**src/rtl/filt_edge_event.sv**
```systemverilog
// Hold-time qualified edge-event generator fed by the upstream glitch filter.
// Optional saturating event counter enabled by defining FILT_EDGE_EVT_CNT_EN.
module filt_edge_event #(
  parameter int CntWidth = 16
) (
  input  logic                clk_i,
  input  logic                rst_ni,
  input  logic                enable_i,
  input  logic                filter_i,
  input  logic                rise_en_i,
  input  logic                fall_en_i,
  input  logic [CntWidth-1:0] hold_cycles_i,
  input  logic                evt_clr_i,
  output logic                evt_o,
  output logic                evt_pending_o,
  output logic                evt_type_o,
  output logic                busy_o,
  output logic [7:0]          evt_count_o
);

  typedef enum logic {
    IDLE  = 1'b0,
    COUNT = 1'b1
  } state_e;

  state_e              state_q;
  logic                prev_q;
  logic                lvl_q;
  logic [CntWidth-1:0] hold_q;
  logic [CntWidth-1:0] cnt_q;
  logic                evt_q;
  logic                pend_q;
  logic                type_q;

  logic edge_acc;
  logic fire;

  // A bounce out of COUNT is itself an edge, so the same qualifier drives restarts.
  assign edge_acc = (filter_i != prev_q) && (filter_i ? rise_en_i : fall_en_i);
  assign fire     = enable_i && (state_q == COUNT) && (filter_i == lvl_q) &&
                    (cnt_q == hold_q);

  always_ff @(posedge clk_i) begin
    if (!rst_ni) begin
      state_q <= IDLE;
      prev_q  <= 1'b0;
      lvl_q   <= 1'b0;
      hold_q  <= '0;
      cnt_q   <= '0;
      evt_q   <= 1'b0;
      pend_q  <= 1'b0;
      type_q  <= 1'b0;
    end else begin
      prev_q <= filter_i;
      evt_q  <= 1'b0;
      if (evt_clr_i) begin
        pend_q <= 1'b0;
      end
      if (!enable_i) begin
        state_q <= IDLE;
        cnt_q   <= '0;
      end else begin
        case (state_q)
          IDLE: begin
            if (edge_acc) begin
              state_q <= COUNT;
              lvl_q   <= filter_i;
              cnt_q   <= '0;
              hold_q  <= hold_cycles_i;
            end
          end
          COUNT: begin
            if (fire) begin
              evt_q   <= 1'b1;
              type_q  <= lvl_q;
              pend_q  <= 1'b1;   // later assignment wins over a same-cycle clear
              state_q <= IDLE;
            end else if (filter_i == lvl_q) begin
              cnt_q <= cnt_q + 1'b1;
            end else if (edge_acc) begin
              lvl_q  <= filter_i;
              cnt_q  <= '0;
              hold_q <= hold_cycles_i;
            end else begin
              state_q <= IDLE;
            end
          end
          default: state_q <= IDLE;
        endcase
      end
    end
  end

  assign evt_o         = evt_q;
  assign evt_pending_o = pend_q;
  assign evt_type_o    = type_q;
  assign busy_o        = (state_q == COUNT);

`ifdef FILT_EDGE_EVT_CNT_EN
  logic [7:0] evt_cnt_q;

  always_ff @(posedge clk_i) begin
    if (!rst_ni) begin
      evt_cnt_q <= 8'd0;
    end else if (evt_clr_i) begin
      evt_cnt_q <= fire ? 8'd1 : 8'd0;
    end else if (fire && (evt_cnt_q != 8'hFF)) begin
      evt_cnt_q <= evt_cnt_q + 8'd1;
    end
  end

  assign evt_count_o = evt_cnt_q;
`else
  assign evt_count_o = 8'd0;
`endif

endmodule

```
**config.mk**
```make
export PLATFORM = sky130hd
export DESIGN_NAME = filt_edge_event
export DESIGN_NICKNAME = d
export VERILOG_FILES = /design/src/rtl/filt_edge_event.sv
export SDC_FILE = /design/constraint.sdc
export NUM_CORES = 1
export LEC_CHECK = 0
export ABC_CLOCK_PERIOD_IN_PS = 3550
export BUFFER_PORTS_ARGS = -buffer_cell sky130_fd_sc_hd__buf_2
export CAP_MARGIN = 0
export CORE_ASPECT_RATIO = 1.75
export CORE_UTILIZATION = 60
export CTS_CLUSTER_DIAMETER = 100
export CTS_CLUSTER_SIZE = 8
export DETAILED_ROUTE_END_ITERATION = 16
export GPL_TIMING_DRIVEN = 0
export PLACE_DENSITY = 0.85
export SLEW_MARGIN = 20
export SYNTH_ARGS = -nofsm -noshare
export SYNTH_HDL_FRONTEND = slang
export SYNTH_SLANG_ARGS = --single-unit
```
**constraint.sdc**
```tcl
create_clock -name clk_i -period 3.55 [get_ports clk_i]
set_input_delay 0.71 -clock clk_i [delete_from_list [all_inputs] [get_ports clk_i]]
set_output_delay 0.71 -clock clk_i [all_outputs]
set_load 0.005 [all_outputs]
```
After elaboration in Yosys (flattened, before gate mapping):

Cells that the tools add are included.

* logic and storage cells: 45
* output and inout port bits: 12
* bits in registers: 38
* bits of input ports: 23

* eq/ne operators: 5
* $add $sub $neg: 1
* reductions and logical operators: 8
* bitwise gates (word level): 1
* muxes and demuxes: 22

Operator list (count)
* 16-bit 2-to-1 mux: 6
* 16-bit one-hot mux with 2 select lines: 2
* 16-bit by 1-bit adder with 16-bit output (second input constant): 1
* 16-bit == test: 1
* 1-bit 2-to-1 mux: 12
* 3-bit AND reduction: 3
* 1-bit logical AND: 4
* 2-bit != test (second input constant): 2
* 1-bit one-hot mux with 2 select lines: 2
* 2-bit AND reduction: 1
* 1-bit == test: 1
* 1-bit != test: 1
* 1-bit inverter: 1

Depth between registers and ports, before layout:

* depth in word-level cells: 6
* mapped depth: 8
* mapped depth without buffers: 6

Least setup slack after synthesis:

No wires, ideal clock.

* kind: input -> register
* start: in filter_i
* end: reg cnt_q[1]
* required time: 3422 ps
* arrival time: 2031 ps
* stages on the path: 8
* library setup time: 128 ps
* setup slack: 1391 ps
* buffers on the path: 2
* path through: buf_2 xnor2_2 nand4b_1 nor4_1 nand2_1 buf_2 a32oi_1 nor2_1

* longest elaborated chain between the ends: 6
* elaborated cells between the ends (all ways): 11
* classes of those cells: eq/ne (3); mux (5); reduce/logical (3)

Ends and longest elaborated chain
* start: declaration: line 9 `input logic filter_i,`
* 1-bit != test or 1-bit 2-to-1 mux (tied branches): line 39 `assign edge_acc = (filter_i != prev_q) && (filter_i ? rise_en_i : fall_en_i);`
* 1-bit logical AND: line 39
* 16-bit 2-to-1 mux
* 16-bit 2-to-1 mux: line 78 `end else if (filter_i == lvl_q) begin`
* 16-bit 2-to-1 mux: line 73 `if (fire) begin`
* 16-bit one-hot mux with 2 select lines: line 63 `case (state_q)`
* end signal: assignment: line 79 `cnt_q <= cnt_q + 1'b1;`
* end: declaration: line 30 `logic [CntWidth-1:0] cnt_q;`

Parallel ways exist; a longest one is shown, timed or not. The select of a mux whose other input is x is not followed.
A chain may end at the register's enable or synchronous reset.

Final worst setup path:

* start: in rise_en_i
* end: reg hold_q[10]

* longest elaborated chain between the ends: 6

Ends and longest elaborated chain
* start: declaration: line 10 `input logic rise_en_i,`
* 1-bit 2-to-1 mux (*): line 39
* 1-bit logical AND (*): line 39
* 16-bit 2-to-1 mux (*)
* 16-bit 2-to-1 mux (2 in series)
* 16-bit one-hot mux with 2 select lines (*)
* end signal: assignment: line 69 `hold_q <= hold_cycles_i;`
* end signal: assignment: line 83 `hold_q <= hold_cycles_i;`
* end: declaration: line 29 `logic [CntWidth-1:0] hold_q;`

Mark *: on every way between the ends. The rest lies on a longest branch, timed or not. The select of a mux whose other input is x is not followed.

==> impl_metrics.py <==
metrics = {
    "sta": {
        "fin_crit_sh": 0.6118,
        "maxSlewHeadroom": 0.6519,
        "setup_viol": 0,
        "final.setup.tns_ps": 0,
        "worst_pin_slew_ps": 519.7,
        "finalHoldViolCount": 0,
        "slew_violations": 0,
        "fmax_mhz": 460.4,
        "whs_ps": 483.3,
        "setup_ws_ps": 1378,
        "clock_skew_ps": 3.561,
        "layout_min_cycle_time_ps": 2172,
        "rsz0062_at_grt": "no",
    },
    "route": {
        "ant_nets": 0,
        "dr.pass1.iters": 4,
        "wl_per_cell_um": 15.55,
        "drtIter0Drc": 67,
        "route.detailed.drc": 0,
        "routed_wl_um": 4899,
        "num_vias": 1866,
        "routed_via_density": 5.924,
    },
    "global_routing": {
        "gr-total-overflow": 0,
        "grtUsageTotal": 0.3072,
        "grt_first_pass_wirelength_um": 8024,
        "first_global_vias": 1847,
        "antenna_found_initial": 0,
        "grt_max_degree": 12,
    },
    "setup_path": {
        "r2r-start": "cnt_q[4]$_SDFFE_PN0P_",
        "endpoint_kind": "flop",
        "worstSetupPathType": "in2reg",
        "r2r_end": "cnt_q[1]$_SDFFE_PN0P_",
        "worstPathRequired_ps": 3730,
        "startpoint_type": "primary input",
        "crit_arrival_ps": 2360,
        "path_max_fanout": 10,
        "r2r_cells": 7,
        "r2r_slack_ps": 1420,
    },
    "finish": {
        "layout.nets": 296,
        "synthToLayoutAreaGrowth_pct": 13.92,
        "drive_above_1_share": 0.1801,
        "nFillCells": 262,
        "antenna_cells": 0,
    },
    "yosys": {
        "synthCells": 233,
        "synth.area.top_cells": "dfxtp_1, mux2i_1, nor2b_1",
        "synth_seq_cells": 38,
        "synth_top_area_cell": "dfxtp_1",
        "synth_area_per_cell_um2": 8.758,
        "yosysWarningCount": 0,
        "syn_area_mm2": 0.002041,
        "yosysSeqAreaShare": 0.3728,
        "synth.distinct_cells": 44,
        "netlist.area_leader.share": 0.3728,
    },
    "hold_path": {
        "hold_start": "evt_pending_o$_SDFF_PN0_",
        "hold_depth": 2,
        "hp-class": "reg2reg",
        "whs_endpoint": "evt_pending_o$_SDFF_PN0_",
    },
    "flow_run": {
        "max_cap_violations": 0,
    },
    "die": {
        "core_area_mm2": 0.003209,
        "row_count": 27,
        "io_pins": 35,
        "die_x_um": 46.09,
        "die_y_um": 79.15,
        "dieArea_mm2": 0.003648,
        "initial_utilization": 0.6359,
    },
    "clocking": {
        "root_buffer": "clkbuf_8",
        "insertion_delay_ps": 290,
        "cts_tree": "done",
        "cts_hold_buf": 0,
        "h-tree-depth": 2,
        "cts_buffers": 5,
        "cts_resized": 0,
        "clockBufferDepth": 2,
        "cts_sinks": 38,
        "clkTransAtPathRegs_ps": 70,
        "cts_setup_buffers": 0,
    },
    "pwr": {
        "ir_worst_vdd_uv": 289.8,
        "p_leak_nw": 1.021,
        "powerDensity_mw_per_mm2": 350.3,
    },
    "placement": {
        "dp_slack_ps": 1119,
        "dp_hpwl_um": 3651,
        "io_buffers": 25,
        "place_congestion": 0.9077,
    },
    "run_status": {
        "status": "complete, no violations",
    },
}
==> final cells by class <==
class                   instances  area (um^2)  area share
inverters                       3        11.26    0.004844
clock buffers                   5        68.82     0.02960
repair buffers                 25        125.1     0.05382
clock inverters                 2        10.01    0.004306
plain buffers                  20        121.4     0.05221
multi-input cells             179         1174      0.5048
well taps                      43        53.80     0.02314
flip-flops and latches         38        760.7      0.3272
==> per-stage QoR <==
step | cell area, um^2 | cells | util | total power [mW]
2_1_floorplan | 2067 | 240 | - | 0.5126
3_3_place_gp | 2246 | 308 | 0.6998 | 0.5381
3_5_place_dp | 2246 | 308 | 0.6998 | 0.5403
4_1_cts | 2325 | 315 | 0.7244 | 0.8168
5_1_grt | 2325 | 315 | 0.7244 | 0.8440
6_report | 2325 | 315 | 0.7244 | 0.8143
==> sequential cells by signal (all words and copies together), names as in the netlist <==
signal,cells
lvl_q,1
hold_q,16
evt_o,1
prev_q,1
evt_pending_o,1
evt_type_o,1
cnt_q,16
busy_o,1
==> report_power, final <==
group / total, mW / internal [mW] / switching (mW)
Clock: 0.282 / 0.132 / 0.150
Combinational: 0.0911 / 0.0436 / 0.0475
Sequential: 0.441 / 0.435 / 0.00694
Total: 0.814 / 0.610 / 0.204
==> routing by layer <==
| metal | share of wire | GRT usage | routed length, um | vias up |
|---|---|---|---|---|
| li1 | - | - | - | 886 |
| met1 | 0.36 | 0.3023 | 1774 | 871 |
| met2 | 0.53 | 0.5070 | 2579 | 86 |
| met3 | 0.056 | 0.08409 | 273 | 23 |
| met4 | 0.056 | 0.2382 | 272 | 0 |
| met5 | 0 | 0 | 0 | - |
==> critical path, cell delays in order <==
cell,delay (ps)
buf_2,90
nor2b_1,140
a31oi_1,460
nand2b_1,170
buf_2,230
buf_4,260
mux2i_1,220
nor2b_1,60
==> synthesized netlist by cell type <==
master and number:
a211oi_1 2, a21boi_0 2, a21o_1 1, a21oi_1 6, a311oi_1 1, a31oi_1 6, a32oi_1 1, a41o_1 1
a41oi_1 1, and2_1 6, and2b_1 1, and3_1 7, and3_4 1, buf_2 4, buf_4 9, buf_6 1
clkbuf_1 6, conb_1 1, dfxtp_1 38, ha_1 1, inv_1 3, mux2i_1 18, nand2_1 18, nand2_4 1
nand2b_1 4, nand3_1 11, nand4_1 4, nand4b_1 2, nor2_1 7, nor2b_1 18, nor3_1 10, nor3b_1 1
nor4_1 3, nor4b_1 2, o211a_1 1, o211ai_1 1, o21ai_0 8, o31a_1 1, o41ai_1 1, or3_1 1
or4_1 5, xnor2_1 10, xnor2_2 1, xor2_1 6
==> cells by family after synthesis <==
group | count (synthesis) | synth area share
compound gates | 33 | 0.1061
mux | 18 | 0.08829
fa+ha+maj | 1 | 0.006130
flops | 38 | 0.3728
other cells | 1 | 0.001838
simple gates | 102 | 0.2833
xor+xnor | 17 | 0.07664
buf+inv | 23 | 0.06499
==> layout by cell type (no fill, tap or decap), types with 2 or more instances in the layout <==
cell,n
nand4b_1,2
a31oi_1,6
dfxtp_1,38
clkbuf_1,6
or4_1,5
nor4_1,3
xor2_1,6
a21oi_1,6
inv_1,3
mux2i_1,18
clkbuf_8,5
nor4b_1,2
a211oi_1,2
nor3_1,10
clkinv_2,2
nor2_1,7
buf_2,29
nand2_1,18
xnor2_1,10
a21boi_0,2
and3_1,7
nand3_1,11
o21ai_0,8
buf_4,9
conb_1,8
and2_1,6
nand4_1,4
nor2b_1,18
nand2b_1,4
==> how the worst max path moves through the flow <==
stage                              endpoint  slack (ps)  depth (start not counted)      start
global route          cnt_q[1]$_SDFFE_PN0P_        1210                          8   filter_i
floorplan             cnt_q[1]$_SDFFE_PN0P_        1390                          8   filter_i
CTS                 hold_q[11]$_SDFFE_PN0P_        1370                          8  rise_en_i
finish              hold_q[10]$_SDFFE_PN0P_        1380                          8  rise_en_i
detailed placement  hold_q[11]$_SDFFE_PN0P_        1120                          8  rise_en_i
global placement     hold_q[0]$_SDFFE_PN0P_        1090                          8  rise_en_i
(Power assumes the default switching activity.)
